**src/rtl/cordic_sequencer_if.sv**
```systemverilog
// Command, result and core-control signals for cordic_sequencer.
// The slave modport is the sequencer's view; master is the host-plus-core side.
interface cordic_sequencer_if #(
  parameter int p_WIDTH  = 32,
  parameter int p_ITER_W = 5
);
  logic                       cmd_valid;
  logic                       cmd_ready;
  logic signed [p_WIDTH-1:0]  cmd_x;
  logic signed [p_WIDTH-1:0]  cmd_y;
  logic signed [p_WIDTH-1:0]  cmd_z;
  logic                       cmd_system;
  logic                       cmd_mode;
  logic [p_ITER_W-1:0]        cmd_iter;

  logic                       res_valid;
  logic                       res_ready;
  logic signed [p_WIDTH-1:0]  res_x;
  logic signed [p_WIDTH-1:0]  res_y;
  logic signed [p_WIDTH-1:0]  res_z;
  logic                       res_overflow;
  logic [p_ITER_W-1:0]        res_iters;

  logic                       busy;

  logic                       core_load;
  logic                       core_en;
  logic signed [p_WIDTH-1:0]  core_x;
  logic signed [p_WIDTH-1:0]  core_y;
  logic signed [p_WIDTH-1:0]  core_z;
  logic                       core_system;
  logic                       core_mode;
  logic signed [p_WIDTH-1:0]  core_x_in;
  logic signed [p_WIDTH-1:0]  core_y_in;
  logic signed [p_WIDTH-1:0]  core_z_in;
  logic                       core_overflow;

  modport slave (
    input  cmd_valid, cmd_x, cmd_y, cmd_z, cmd_system, cmd_mode, cmd_iter,
    output cmd_ready,
    output res_valid, res_x, res_y, res_z, res_overflow, res_iters,
    input  res_ready,
    output busy,
    output core_load, core_en, core_x, core_y, core_z, core_system, core_mode,
    input  core_x_in, core_y_in, core_z_in, core_overflow
  );

  modport master (
    output cmd_valid, cmd_x, cmd_y, cmd_z, cmd_system, cmd_mode, cmd_iter,
    input  cmd_ready,
    input  res_valid, res_x, res_y, res_z, res_overflow, res_iters,
    output res_ready,
    input  busy,
    input  core_load, core_en, core_x, core_y, core_z, core_system, core_mode,
    output core_x_in, core_y_in, core_z_in, core_overflow
  );
endinterface

```
**src/rtl/cordic_sequencer.sv**
```systemverilog
// Drives one iterative CORDIC core through load, N single-step iterations and
// result capture, exposing it as a command/result handshake.
module cordic_sequencer #(
  parameter int p_WIDTH  = 32,
  parameter int p_ITER_W = 5
) (
  input logic               clk,
  input logic               rst,
  cordic_sequencer_if.slave bus
);

  typedef enum logic [1:0] {
    S_IDLE = 2'd0,
    S_LOAD = 2'd1,
    S_ITER = 2'd2,
    S_DONE = 2'd3
  } state_t;

  state_t r_state;
  state_t w_next;

  logic w_accept;
  logic w_load;
  logic w_en;
  logic w_cap;

  logic signed [p_WIDTH-1:0] r_cmd_x;
  logic signed [p_WIDTH-1:0] r_cmd_y;
  logic signed [p_WIDTH-1:0] r_cmd_z;
  logic                      r_cmd_system;
  logic                      r_cmd_mode;
  logic [p_ITER_W-1:0]       r_cmd_iter;
  logic [p_ITER_W-1:0]       r_cnt;

  logic signed [p_WIDTH-1:0] r_res_x;
  logic signed [p_WIDTH-1:0] r_res_y;
  logic signed [p_WIDTH-1:0] r_res_z;
  logic                      r_res_overflow;
  logic [p_ITER_W-1:0]       r_res_iters;

  always_ff @(posedge clk or posedge rst) begin
    if (rst) r_state <= S_IDLE;
    else     r_state <= w_next;
  end

  // Overflow outranks the count check so a partial result is never reported as complete.
  always_comb begin
    w_next   = r_state;
    w_accept = 1'b0;
    w_load   = 1'b0;
    w_en     = 1'b0;
    w_cap    = 1'b0;
    case (r_state)
      S_IDLE: begin
        if (bus.cmd_valid) begin
          w_accept = 1'b1;
          w_next   = S_LOAD;
        end
      end
      S_LOAD: begin
        w_load = 1'b1;
        w_next = S_ITER;
      end
      S_ITER: begin
        if (bus.core_overflow || (r_cnt == r_cmd_iter)) begin
          w_cap  = 1'b1;
          w_next = S_DONE;
        end else begin
          w_en = 1'b1;
        end
      end
      S_DONE: begin
        if (bus.res_ready) w_next = S_IDLE;
      end
      default: w_next = S_IDLE;
    endcase
  end

  always_ff @(posedge clk or posedge rst) begin
    if (rst) begin
      r_cmd_x      <= '0;
      r_cmd_y      <= '0;
      r_cmd_z      <= '0;
      r_cmd_system <= 1'b0;
      r_cmd_mode   <= 1'b0;
      r_cmd_iter   <= '0;
    end else if (w_accept) begin
      r_cmd_x      <= bus.cmd_x;
      r_cmd_y      <= bus.cmd_y;
      r_cmd_z      <= bus.cmd_z;
      r_cmd_system <= bus.cmd_system;
      r_cmd_mode   <= bus.cmd_mode;
      r_cmd_iter   <= bus.cmd_iter;
    end
  end

  // Counter stops at N, so it never needs to wrap.
  always_ff @(posedge clk or posedge rst) begin
    if (rst)           r_cnt <= '0;
    else if (w_accept) r_cnt <= '0;
    else if (w_en)     r_cnt <= r_cnt + p_ITER_W'(1);
  end

  always_ff @(posedge clk or posedge rst) begin
    if (rst) begin
      r_res_x        <= '0;
      r_res_y        <= '0;
      r_res_z        <= '0;
      r_res_overflow <= 1'b0;
      r_res_iters    <= '0;
    end else if (w_cap) begin
      r_res_x        <= bus.core_x_in;
      r_res_y        <= bus.core_y_in;
      r_res_z        <= bus.core_z_in;
      r_res_overflow <= bus.core_overflow;
      r_res_iters    <= r_cnt;
    end
  end

  // Strobes decode straight from the async-reset state so they drop with rst.
  assign bus.cmd_ready    = (r_state == S_IDLE);
  assign bus.busy         = (r_state != S_IDLE);
  assign bus.res_valid    = (r_state == S_DONE);
  assign bus.core_load    = w_load;
  assign bus.core_en      = w_en;
  assign bus.core_x       = r_cmd_x;
  assign bus.core_y       = r_cmd_y;
  assign bus.core_z       = r_cmd_z;
  assign bus.core_system  = r_cmd_system;
  assign bus.core_mode    = r_cmd_mode;
  assign bus.res_x        = r_res_x;
  assign bus.res_y        = r_res_y;
  assign bus.res_z        = r_res_z;
  assign bus.res_overflow = r_res_overflow;
  assign bus.res_iters    = r_res_iters;

endmodule
```
**src/flat_wrapper.sv**
```systemverilog
// flat-port wrapper written by rule: the top's interface ports become plain ports
module cordic_sequencer_flat 
#(
  parameter int p_WIDTH  = 32,
  parameter int p_ITER_W = 5
)
  (clk, rst, bus_cmd_valid, bus_cmd_x, bus_cmd_y, bus_cmd_z, bus_cmd_system, bus_cmd_mode, bus_cmd_iter, bus_cmd_ready, bus_res_valid, bus_res_x, bus_res_y, bus_res_z, bus_res_overflow, bus_res_iters, bus_res_ready, bus_busy, bus_core_load, bus_core_en, bus_core_x, bus_core_y, bus_core_z, bus_core_system, bus_core_mode, bus_core_x_in, bus_core_y_in, bus_core_z_in, bus_core_overflow);
  cordic_sequencer_if #(.p_WIDTH(p_WIDTH), .p_ITER_W(p_ITER_W)) bus_i ();
  input logic clk;
  input logic rst;
  input wire logic [$bits(bus_i.cmd_valid)-1:0] bus_cmd_valid;
  input wire logic [$bits(bus_i.cmd_x)-1:0] bus_cmd_x;
  input wire logic [$bits(bus_i.cmd_y)-1:0] bus_cmd_y;
  input wire logic [$bits(bus_i.cmd_z)-1:0] bus_cmd_z;
  input wire logic [$bits(bus_i.cmd_system)-1:0] bus_cmd_system;
  input wire logic [$bits(bus_i.cmd_mode)-1:0] bus_cmd_mode;
  input wire logic [$bits(bus_i.cmd_iter)-1:0] bus_cmd_iter;
  output wire logic [$bits(bus_i.cmd_ready)-1:0] bus_cmd_ready;
  output wire logic [$bits(bus_i.res_valid)-1:0] bus_res_valid;
  output wire logic [$bits(bus_i.res_x)-1:0] bus_res_x;
  output wire logic [$bits(bus_i.res_y)-1:0] bus_res_y;
  output wire logic [$bits(bus_i.res_z)-1:0] bus_res_z;
  output wire logic [$bits(bus_i.res_overflow)-1:0] bus_res_overflow;
  output wire logic [$bits(bus_i.res_iters)-1:0] bus_res_iters;
  input wire logic [$bits(bus_i.res_ready)-1:0] bus_res_ready;
  output wire logic [$bits(bus_i.busy)-1:0] bus_busy;
  output wire logic [$bits(bus_i.core_load)-1:0] bus_core_load;
  output wire logic [$bits(bus_i.core_en)-1:0] bus_core_en;
  output wire logic [$bits(bus_i.core_x)-1:0] bus_core_x;
  output wire logic [$bits(bus_i.core_y)-1:0] bus_core_y;
  output wire logic [$bits(bus_i.core_z)-1:0] bus_core_z;
  output wire logic [$bits(bus_i.core_system)-1:0] bus_core_system;
  output wire logic [$bits(bus_i.core_mode)-1:0] bus_core_mode;
  input wire logic [$bits(bus_i.core_x_in)-1:0] bus_core_x_in;
  input wire logic [$bits(bus_i.core_y_in)-1:0] bus_core_y_in;
  input wire logic [$bits(bus_i.core_z_in)-1:0] bus_core_z_in;
  input wire logic [$bits(bus_i.core_overflow)-1:0] bus_core_overflow;
  assign bus_i.cmd_valid = bus_cmd_valid;
  assign bus_i.cmd_x = bus_cmd_x;
  assign bus_i.cmd_y = bus_cmd_y;
  assign bus_i.cmd_z = bus_cmd_z;
  assign bus_i.cmd_system = bus_cmd_system;
  assign bus_i.cmd_mode = bus_cmd_mode;
  assign bus_i.cmd_iter = bus_cmd_iter;
  assign bus_cmd_ready = bus_i.cmd_ready;
  assign bus_res_valid = bus_i.res_valid;
  assign bus_res_x = bus_i.res_x;
  assign bus_res_y = bus_i.res_y;
  assign bus_res_z = bus_i.res_z;
  assign bus_res_overflow = bus_i.res_overflow;
  assign bus_res_iters = bus_i.res_iters;
  assign bus_i.res_ready = bus_res_ready;
  assign bus_busy = bus_i.busy;
  assign bus_core_load = bus_i.core_load;
  assign bus_core_en = bus_i.core_en;
  assign bus_core_x = bus_i.core_x;
  assign bus_core_y = bus_i.core_y;
  assign bus_core_z = bus_i.core_z;
  assign bus_core_system = bus_i.core_system;
  assign bus_core_mode = bus_i.core_mode;
  assign bus_i.core_x_in = bus_core_x_in;
  assign bus_i.core_y_in = bus_core_y_in;
  assign bus_i.core_z_in = bus_core_z_in;
  assign bus_i.core_overflow = bus_core_overflow;
  cordic_sequencer #(.p_WIDTH(p_WIDTH), .p_ITER_W(p_ITER_W)) u_core (.clk(clk), .rst(rst), .bus(bus_i));
endmodule
```
**config.mk**
```make
export PLATFORM = sky130hd
export DESIGN_NAME = cordic_sequencer_flat
export DESIGN_NICKNAME = d
export VERILOG_FILES = /design/src/rtl/cordic_sequencer_if.sv /design/src/rtl/cordic_sequencer.sv /design/src/flat_wrapper.sv
export SDC_FILE = /design/constraint.sdc
export NUM_CORES = 1
export LEC_CHECK = 0
export ABC_AREA = 1
export BUFFER_PORTS_ARGS = -buffer_cell sky130_fd_sc_hd__clkbuf_2
export CAP_MARGIN = 10
export CORE_AREA = 2 2 158 160
export CTS_CLUSTER_SIZE = 12
export DETAILED_ROUTE_END_ITERATION = 7
export DIE_AREA = 0 0 160 162
export GPL_TIMING_DRIVEN = 0
export PLACE_DENSITY = 0.62
export SYNTH_ARGS = -nofsm -noshare
export SYNTH_HDL_FRONTEND = slang
export SYNTH_SLANG_ARGS = --single-unit
```
**constraint.sdc**
```tcl
create_clock -name clk -period 7.19 [get_ports clk]
set_clock_uncertainty 0.2 [all_clocks]
set_input_delay 1.438 -clock clk [delete_from_list [all_inputs] [get_ports clk]]
set_output_delay 1.438 -clock clk [all_outputs]
set_load 0.05 [all_outputs]
```
Yosys cells after proc, flatten, opt, wreduce, memory -nomap -nowiden:

Cells that the tools add are included.

* input bits: 204
* logic and storage cells: 39
* bits in registers: 212
* output and inout port bits: 205

* multiplexer cells: 13
* reduce and logical (&&, ||, !) cells: 5
* add/sub/neg operators: 1
* equal/unequal tests: 7

Operator list (count)
* 2-to-1 mux 5 bit: 2
* one-hot mux 2 bit (4 select lines): 1
* 2-to-1 mux 1 bit: 7
* 2-to-1 mux 2 bit: 3
* adder 5 x 1 -> 5 bit (second input constant): 1
* equality test 5 bit: 1
* equality test 2 bit (second input constant): 2
* != test 2 x 1 -> 1 bit (second input constant): 2
* nonzero test 2 bit: 2
* AND reduction 3 bit: 1
* equality test 2 x 1 -> 1 bit (second input constant): 1
* logical NOT 2 bit: 1
* != test 2 bit (second input constant): 1
* logical OR 1 bit: 1

Depth between registers and ports, before layout:

Gate-level depths: netlist (run 1).

* depth after elaboration: 6
* depth in mapped cells: 11
* gate-level depth less buffers: 9

Worst setup path after synthesis (run 1):

Ideal clock, no wire load.

* path kind: input-to-output
* start: input bus_core_overflow
* end: output bus_core_en
* cell stages on the path: 3
* arrival time: 2.120 ns
* buffers on the path: 0
* setup slack: 3.432 ns
* data required time: 5.552 ns
* cell sequence: inv_1 -> nand3_1 -> inv_1

* longest elaborated chain between the ends: 3

Ends and longest elaborated chain
* start: declaration: RTL line flat_wrapper.sv:37 `input wire logic [$bits(bus_i.core_overflow)-1:0] bus_core_overflow;`
* logical OR 1 bit: RTL line cordic_sequencer.sv:65 `if (bus.core_overflow || (r_cnt == r_cmd_iter)) begin`
* 2-to-1 mux 1 bit: RTL line cordic_sequencer.sv:65
* 2-to-1 mux 1 bit: RTL line cordic_sequencer.sv:53 `case (r_state)`
* end: declaration: RTL line flat_wrapper.sv:28 `output wire logic [$bits(bus_i.core_en)-1:0] bus_core_en;`

No other way between the ends.

Worst setup path after layout (run 1):

Ends and elaborated chain as after synthesis.

==> results of run 1 <==
## layer usage
layer | global-route usage, % | up-vias | routed length, microns | share of wire, %
li1 | - | 3829 | - | -
met5 | 0 | - | 0 | 0
met1 | 23.5 | 3608 | 10200 | 39
met2 | 35.7 | 313 | 13000 | 49
met4 | 5.53 | 0 | 618 | 2.4
met3 | 5.98 | 41 | 2430 | 9.2
## sequential cells by signal, summed over array words and instances, names as in the netlist, 2 cells and up
signal	flops
u_core.bus.core_x	32
u_core.bus.res_x	32
u_core.r_cnt	5
u_core.bus.res_iters	5
u_core.r_state	2
u_core.r_cmd_iter	5
u_core.bus.res_y	32
u_core.bus.core_z	32
u_core.bus.core_y	32
u_core.bus.res_z	32
## layout make-up
cell class / instances / area [sq um] / area share [%]
clock buffer: 34 / 719 / 6.11
multi-input combinational: 670 / 2740 / 23.3
sequential: 212 / 5310 / 45.0
inverter: 17 / 67.6 / 0.573
clock inverter: 7 / 135 / 1.15
tap: 324 / 405 / 3.44
buffer: 55 / 267 / 2.26
timing repair buffer: 413 / 2140 / 18.2
## power by group through the flow
stage | combinational (W) | clock (W) | sequential [W]
after CTS | 0.00375 | 0.00135 | 0.00206
after global routing | 0.00397 | 0.00139 | 0.00214
after global placement | 0.00371 | 0 | 0.00207
final | 0.00371 | 0.00132 | 0.00206
after floorplan | 0.000964 | 0 | 0.00385
after detailed placement | 0.00375 | 0 | 0.00207
## logic make-up (layout without fill, tap and decap cells)
| group | Yosys count | after routing | synth area share, % |
|---|---|---|---|
| xor gates and xnor gates | 3 | 3 | 0.314 |
| and+or+nand+nor | 652 | 652 | 31.0 |
| AOI/OAI and AO/OA | 9 | 9 | 0.553 |
| buffers and inverters | 72 | 526 | 3.94 |
| adders and majority gates | 6 | 6 | 0.896 |
| DFF | 212 | 212 | 63.3 |
## worst max-delay path, stage by stage
cell and delay [ns]:
clkbuf_2 0.08, inv_1 0.11, nand3_1 0.36, inv_1 0.13, clkbuf_2 0.30
## per-stage QoR
step	setup slack (ns)	cells	hold slack (ns)	total power, W
global placement	1.34	1686	0.253	0.00578
global route	2.99	1732	0.290	0.00750
finish	3.13	1732	0.269	0.00709
floorplan	2.80	954	0.269	0.00482
CTS	3.08	1732	0.273	0.00716
detailed placement	3.09	1691	0.259	0.00582
## placed cells by master (no fill, tap or decap), drive strengths merged, types with 2 or more instances in the layout
| cell | synthesis | routed |
|---|---|---|
| nand2 | 533 | 533 |
| or2 | 2 | 2 |
| xor2 | 2 | 2 |
| ha | 6 | 6 |
| nor2 | 8 | 8 |
| nand3 | 109 | 109 |
| o21ai | 7 | 7 |
| inv | 17 | 16 |
| buf | 22 | 27 |
| clkbuf | 33 | 475 |
| dfrtp | 212 | 212 |
| clkinv | 0 | 3 |
| bufinv | 0 | 4 |
## Yosys cell counts (4+ instances only)
cell	number
nand2_1	531
dfrtp_1	212
nand3_1	109
clkbuf_1	33
inv_1	15
buf_2	12
nor2_1	8
o21ai_0	7
ha_1	6
buf_4	4
buf_6	4
## worst paths after layout
kind	cells after the start	end	slack, ns
min reg2reg	2	u_core.bus.res_y[11]	0.27
max	5	bus_core_en	3.13
min in group asynchronous	2	u_core.bus.core_x[31]	0.77
max in group asynchronous	4	u_core.bus.core_z[4]	5.14
min	2	u_core.bus.res_y[11]	0.27
max reg2reg	8	u_core.bus.core_y[16]	4.54
==> flow_summary.ini, run 1 <==
[yosys]
synth_cell_types = 19
syn_avg_cell_area_sq_um = 8.78
synth_top_cell_by_area = dfrtp_1
synthArstFlopShare_pct = 100
synth_edf_count = 0
ys_seq_elements = 212
synth_top_flop_cell = dfrtp_1
yosysWarnings = 0
synthTopCellsByArea = dfrtp_1 (63%), nand2_1 (24%), nand3_1 (6.5%), clkbuf_1 (1.5%), ha_1 (0.90%)
synth_nets = 1164
syn_area_sq_um = 8380
seq_area_frac_synth_pct = 63.3
synth_top_area_share_pct = 63.3
netlist_instances = 954

[sta]
final_hold_viol_count = 0
worst_pin_slew_ns = 0.675
fin_crit_ns = 4.06
slew_viol_final = 0
rsz0062_at_grt = false
fmax_ghz = 0.246
maxSlewHeadroom_pct = 55.0
tns_ns = 0
finalSetupViolCount = 0
post-route-period-util_pct = 56.5

[global_routing]
grt_pass1_vias = 7822
antenna_found_initial = 0
overflow = 0
grt_max_degree = 42
grt_pass1_wl_mm = 41.6
grt_usage_pct = 20.0

[clock_network]
post_cts_resize_count = 0
clk_pin_slew_ns = 0.06
cts-htree-levels = 1
ctsHoldBuffers = 0
clock-sinks = 212
clk_path_buf_depth = 3
cts_tree = done
root_buffer = clkbuf_16
cts_buffers = 24
postCtsSetupBuffers = 0
worstSkewPairLatency_ns = 0.51

[floorplanning]
die_w_microns = 160
initial_core_util_pct = 34.8
coreArea_sq_um = 24100
rows = 57
ios = 409
die-area_sq_um = 25900
die_h_microns = 162

[worst_setup_path]
worstReg2RegStart = u_core.r_state[0]
crit_fanout = 10
critPathRequiredTime_ns = 5.55
critPathArrivalTime_ns = 2.42
critical_path_class = in2out
end_kind = output port
startpoint_type = input port
cp-startpoint = bus_core_overflow

[place]
placed_area_sq_um = 10900
io_buffers = 408
place_congestion = 0.856
dp_hpwl_mm = 20.0

[detailed_routing]
drc = 0
wl_mm = 26.2
dr.pass1.iters = 4
ant_nets = 0
wl_per_cell_microns = 15.1
num_vias = 7791
drt-vias-per-instance = 4.50
drt_iter0_markers = 435

[power]
swShare_pct = 52.6
power.internal_w = 0.00336
peakVddDrop_mv = 0.303
clkPwrFrac_pct = 18.6
p_sw_w = 0.00373
p_seq_share_pct = 29.1
power_density_nw_per_um2 = 602
power.leakage_nw = 6.93
power.share.combinational_pct = 52.3

[run]
drv_cap = 0

[layout]
area_growth_pct = 40.7
fillers = 2384
final_util_pct = 48.9
num_antenna_cells = 0
post_route_cells_drive_above_1_share_pct = 33.9
fin_nets = 1603
design_area_sq_um = 11800

[min_path]
worstHoldStart = u_core.bus.res_y[11]
hp-class = reg2reg

[run_status]
status = completed
(Power assumes the default switching activity.)
==> run 2, diff against run 1 <==
--- a/config.mk
+++ b/config.mk
@@ -5,15 +5,15 @@
 export SDC_FILE = /design/constraint.sdc
 export NUM_CORES = 1
 export LEC_CHECK = 0
-export ABC_AREA = 1
+export ABC_AREA = 0
 export BUFFER_PORTS_ARGS = -buffer_cell sky130_fd_sc_hd__clkbuf_2
 export CAP_MARGIN = 10
-export CORE_AREA = 2 2 158 160
+export CORE_MARGIN = 2
+export CORE_UTILIZATION = 45
 export CTS_CLUSTER_SIZE = 12
 export DETAILED_ROUTE_END_ITERATION = 7
-export DIE_AREA = 0 0 160 162
 export GPL_TIMING_DRIVEN = 0
-export PLACE_DENSITY = 0.62
+export PLACE_DENSITY = 0.74
 export SYNTH_ARGS = -nofsm -noshare
 export SYNTH_HDL_FRONTEND = slang
 export SYNTH_SLANG_ARGS = --single-unit
==> constraint.sdc (replaced) <==
create_clock -name clk -period 3.4 [get_ports clk]
set_clock_uncertainty 0.2 [all_clocks]
set_input_delay 0.68 -clock clk [delete_from_list [all_inputs] [get_ports clk]]
set_output_delay 0.68 -clock clk [all_outputs]
set_load 0.05 [all_outputs]
==> run 2 against run 1 <==
Non-clock buffer count grew 56. Design area increased by 21%. First-iteration DRC count grew 120%. Critical endpoint unchanged.
==> flow_summary.ini, run 2 <==
[run_status]
status = completed

[worst_setup_path]
path_cells = inv_1 > ha_1 > buf_4 > nand2b_1 > a21oi_4 > clkbuf_2
startpoint_type = flop
cp_slowest_stage_delay_ns = 0.41
critPathArrivalTime_ns = 2.09
end_kind = output port
crit_fanout = 10
slowest_stage = dfrtp_1
critical_path_class = reg2out
critPathRequiredTime_ns = 2.52

[clock_network]
clock-sinks = 212
ctsHoldBuffers = 0
root_buffer = clkbuf_16
worstSkewPairLatency_ns = 0.53
clk_pin_slew_ns = 0.06
post_cts_resize_count = 0
cts_buffers = 24
cts-htree-levels = 1
cts_tree = done
clk_path_buf_depth = 3
postCtsSetupBuffers = 0

[global_routing]
grt_pass1_vias = 10500
antenna_found_initial = 2
grt_pass1_wl_mm = 57.1
grt_usage_pct = 27.6
grt_max_degree = 43
overflow = 0

[yosys]
synth_nets = 1299
syn_area_sq_um = 10900
syn_avg_cell_area_sq_um = 10.0
synthArstFlopShare_pct = 100
netlist_instances = 1089
synthTopCellsByArea = dfrtp_1 (49%), nor2b_1 (12%), mux2_2 (11%), nand4_1 (5.9%), nand3_1 (4.7%)
synth_top_area_share_pct = 48.5
synth_edf_count = 0
synth_commonest_cells = dfrtp_1 (212), nor2b_1 (202)
ys_seq_elements = 212
yosysWarnings = 0
synth_top_flop_cell = dfrtp_1
seq_area_frac_synth_pct = 48.5
synth.most_common_cell = dfrtp_1
synth_top_cell_by_area = dfrtp_1
synth_cell_types = 33

[layout]
final_cell_mix = clkbuf_2 (409), dfrtp_1 (212), nor2b_1 (202)
fin_nets = 1739
regArea_sq_um = 5310
area_growth_pct = 30.9
post_route_cells_drive_above_1_share_pct = 39.1
fin_cells = 1869
final_common_cell = clkbuf_2
multiInputGateArea_sq_um = 5030
fillers = 2100

[sta]
post-route-period-util_pct = 87.4
maxSlewHeadroom_pct = 50.7
hold_ws_ns = 0.0311
worst_pin_slew_ns = 0.739
slew_viol_final = 0
fmax_ghz = 0.337
rsz0062_at_grt = false
final_hold_viol_count = 0
finalSetupViolCount = 0
fin_crit_ns = 2.97

[floorplanning]
ios = 409
rows = 57
die_h_microns = 160
die_w_microns = 160
die-area_sq_um = 25600
initial_core_util_pct = 45.4
coreArea_sq_um = 24100

[place]
dp.cells = 1827
dp_hpwl_mm = 26.1
io_buffers = 408
place_congestion = 0.875

[min_path]
hp-class = in2async

[detailed_routing]
wl_per_cell_microns = 19.4
drt_iter0_markers = 974
num_vias = 10500
drt-vias-per-instance = 5.60
ant_nets = 0
drc = 0
dr.pass1.iters = 5
wl_mm = 36.3

[run]
drv_cap = 0
==> run 2: cell type report <==
cell class / instances / area share [%]
Clock inverter: 10 / 0.953
Antenna cell: 1 / 0.0175
Multi-Input combinational cell: 762 / 35.1
Tap cell: 324 / 2.83
Sequential cell: 212 / 37.1
Inverter: 5 / 0.157
Timing Repair Buffer: 414 / 15.2
Clock buffer: 31 / 4.59
Buffer: 110 / 4.07
==> run 2: per-layer routing <==
metal	up-vias	global-route usage (%)	wire length (microns)
met5	-	0	0
met4	0	8.72	1220
met3	77	6.31	2860
met2	508	47.8	18300
met1	5110	34.3	14000
li1	4780	-	-
==> run 2: logic make-up (layout without fill, tap and decap cells) <==
family,after synthesis,in the layout,share of synthesized area [%]
muxes,108,108,11.1
and+or+nand+nor,432,432,23.3
AOI/OAI and AO/OA,211,211,10.5
DFF,212,212,48.5
xor gates and xnor gates,5,5,0.469
adders and majority gates,6,6,0.687
other,0,1,0
buffers and inverters,115,570,5.49
==> run 2: path summary, 6_finish.rpt <==
check                                         from                      end  slack (ns)  cells after the start
setup / recovery                 u_core.r_state[0]              bus_core_en        0.43                      6
hold / removal                                 rst     u_core.bus.core_y[0]        0.03                      2
setup reg to reg                 u_core.r_state[1]     u_core.bus.core_x[1]        0.76                      6
hold reg to reg            u_core.bus.res_overflow  u_core.bus.res_overflow        0.28                      1
max in group asynchronous                      rst     u_core.bus.res_x[26]        1.93                      5
min in group clk                      bus_cmd_x[3]     u_core.bus.core_x[3]        0.18                      2
==> run 2: metrics by stage <==
step	worst slack [ns]	TNS, ns	utilization [%]	instance area (sq um)
final	0.430	0	59.4	14300
after global routing	0.286	0	59.3	14300
after CTS	0.412	0	59.3	14300
after detailed placement	0.717	0	56.1	13500
after global placement	-1.71	-358.43	55.5	13400
after floorplan	-0.236	-50.07	-	10900
==> run 2: critical path, delay by kind of cell (launching register included) <==
family          cells  cell delay [ns]
fa+ha+maj           1             0.16
simple gates        1             0.11
compound gates      1             0.21
flops               1             0.41
buf+inv             3             0.68
Power of run 2 is left out: the tool's default activity adds up to more than one toggle a clock period on the data nets, which glitch-free logic cannot reach.
==> run 3, diff against run 2 <==
--- a/config.mk
+++ b/config.mk
@@ -8,12 +8,14 @@
 export ABC_AREA = 0
 export BUFFER_PORTS_ARGS = -buffer_cell sky130_fd_sc_hd__clkbuf_2
 export CAP_MARGIN = 10
+export CORE_ASPECT_RATIO = 0.6
 export CORE_MARGIN = 2
 export CORE_UTILIZATION = 45
 export CTS_CLUSTER_SIZE = 12
 export DETAILED_ROUTE_END_ITERATION = 7
 export GPL_TIMING_DRIVEN = 0
 export PLACE_DENSITY = 0.74
+export SLEW_MARGIN = 20
 export SYNTH_ARGS = -nofsm -noshare
 export SYNTH_HDL_FRONTEND = slang
 export SYNTH_SLANG_ARGS = --single-unit
==> run 3 against run 2 <==
Die area grew 0.16%. Utilization grew 0.22 points. Routed wire length grew 3.0%. Worst setup slack lost 0.092 ns. Via count grew 0.89%. Design area is essentially flat. Global-route usage grew 1.5 points. Highest routed layer is now met5. Fmax shrank 3.0%. Critical path depth is the same.
==> flow_summary.ini, run 3 (synthesis gave the netlist of run 2 again) <==
[sta]
tns_ns = 0
finalSetupViolCount = 0
fmax_ghz = 0.327
rsz0062_at_grt = false
final_hold_viol_count = 0
maxSlewHeadroom_pct = 57.0
fin_crit_ns = 3.06
post-route-period-util_pct = 90.1
hold_ws_ns = 0.173
worst_pin_slew_ns = 0.645
slew_viol_final = 0

[worst_setup_path]
critPathArrivalTime_ns = 2.18
crit_fanout = 10
end_kind = output port
startpoint_type = flop
cp-startpoint = u_core.r_state[0]
critical_path_class = reg2out
rrSetupSlack_ns = 0.80
worstReg2RegStart = u_core.r_state[1]
critPathRequiredTime_ns = 2.52

[layout]
final_cell_mix = clkbuf_2 (409), dfrtp_1 (212), nor2b_1 (202)
fin_nets = 1740
area_growth_pct = 30.8
final_common_cell = clkbuf_2
final_util_pct = 59.6
fillers = 2078
post_route_cells_drive_above_1_share_pct = 39.0
num_antenna_cells = 0

[detailed_routing]
dr.pass1.iters = 5
drc = 0
drt-vias-per-instance = 5.67
ant_nets = 0
drt_iter0_markers = 725
wl_per_cell_microns = 20.1
wl_mm = 37.4
num_vias = 10600

[clock_network]
clk_pin_slew_ns = 0.07
worstSkewPairLatency_ns = 0.54
ctsHoldBuffers = 1
root_buffer = clkbuf_16
cts-htree-levels = 1
cts_buffers = 23
post_cts_resize_count = 0
cts_tree = done
clock-sinks = 212
clk_path_buf_depth = 3
postCtsSetupBuffers = 0

[place]
io_buffers = 408
place_congestion = 0.868
dp_hpwl_mm = 27.5

[floorplanning]
initial_core_util_pct = 45.6
die_w_microns = 205
die-area_sq_um = 25600
die_h_microns = 125
ios = 409
rows = 44
coreArea_sq_um = 24000

[run_status]
status = completed

[global_routing]
overflow = 0
grt_pass1_wl_mm = 58.7
grt_usage_pct = 29.1
grt_pass1_vias = 10500
antenna_found_initial = 1
grt_max_degree = 36

[min_path]
hp-class = in2reg
worstHoldStart = bus_cmd_iter[1]

[run]
drv_cap = 0
[run 3: changes by cell type in the layout (fill, tap and decap cells not counted), sizes merged]
| cell | delta |
|---|---|
| diode | -1 |
| bufinv | -1 |
| inv | +1 |
| clkinv | -6 |
| dlygate4sd3 | +1 |
| buf | +1 |
| clkbuf | +2 |
[run 3: through the flow]
step / cell area, sq um / worst slack (ns) / instances
global placement: 13400 / -1.66 / 1819
finish: 14300 / 0.338 / 1864
floorplan: 10900 / -0.236 / 1089
CTS: 14300 / 0.309 / 1864
global route: 14300 / 0.239 / 1864
detailed placement: 13500 / 0.788 / 1826
[run 3: path summary, 6_finish.rpt]
path                            cells after the start                 endpoint
worst max-delay path                                6              bus_core_en
worst max register to register                      6     u_core.bus.core_x[1]
min in group asynchronous                           3     u_core.bus.core_z[1]
max in group asynchronous                           6     u_core.bus.res_y[16]
worst min register to register                      1  u_core.bus.res_overflow
worst min-delay path                                2     u_core.r_cmd_iter[1]
[run 3: worst max-delay path, cell delays in order (launching register included)]
cell and delay (ns):
dfrtp_1 0.41, inv_1 0.14, ha_1 0.16, buf_4 0.22, nand2b_1 0.12, a21oi_4 0.24, clkbuf_2 0.35
[run 3: cell type report]
cell class	count	area, sq um	share of cell area (%)
sequential	212	5310	37.1
multi-input combinational	762	5030	35.2
timing repair buffer	416	2190	15.3
clock buffer	33	683	4.78
buffer	110	582	4.07
tap	322	403	2.82
clock inverter	4	85.1	0.595
inverter	5	22.5	0.157
[run 3: per-layer routing]
metal / up-vias / global-route usage [%] / share of wire, %
met5: - / 0 / 0.043
met4: 2 / 7.58 / 2.7
met3: 84 / 7.43 / 9.5
met2: 563 / 46.5 / 46
met1: 5140 / 39.5 / 42
li1: 4779 / - / -
Power of run 3 is left out for the same reason.
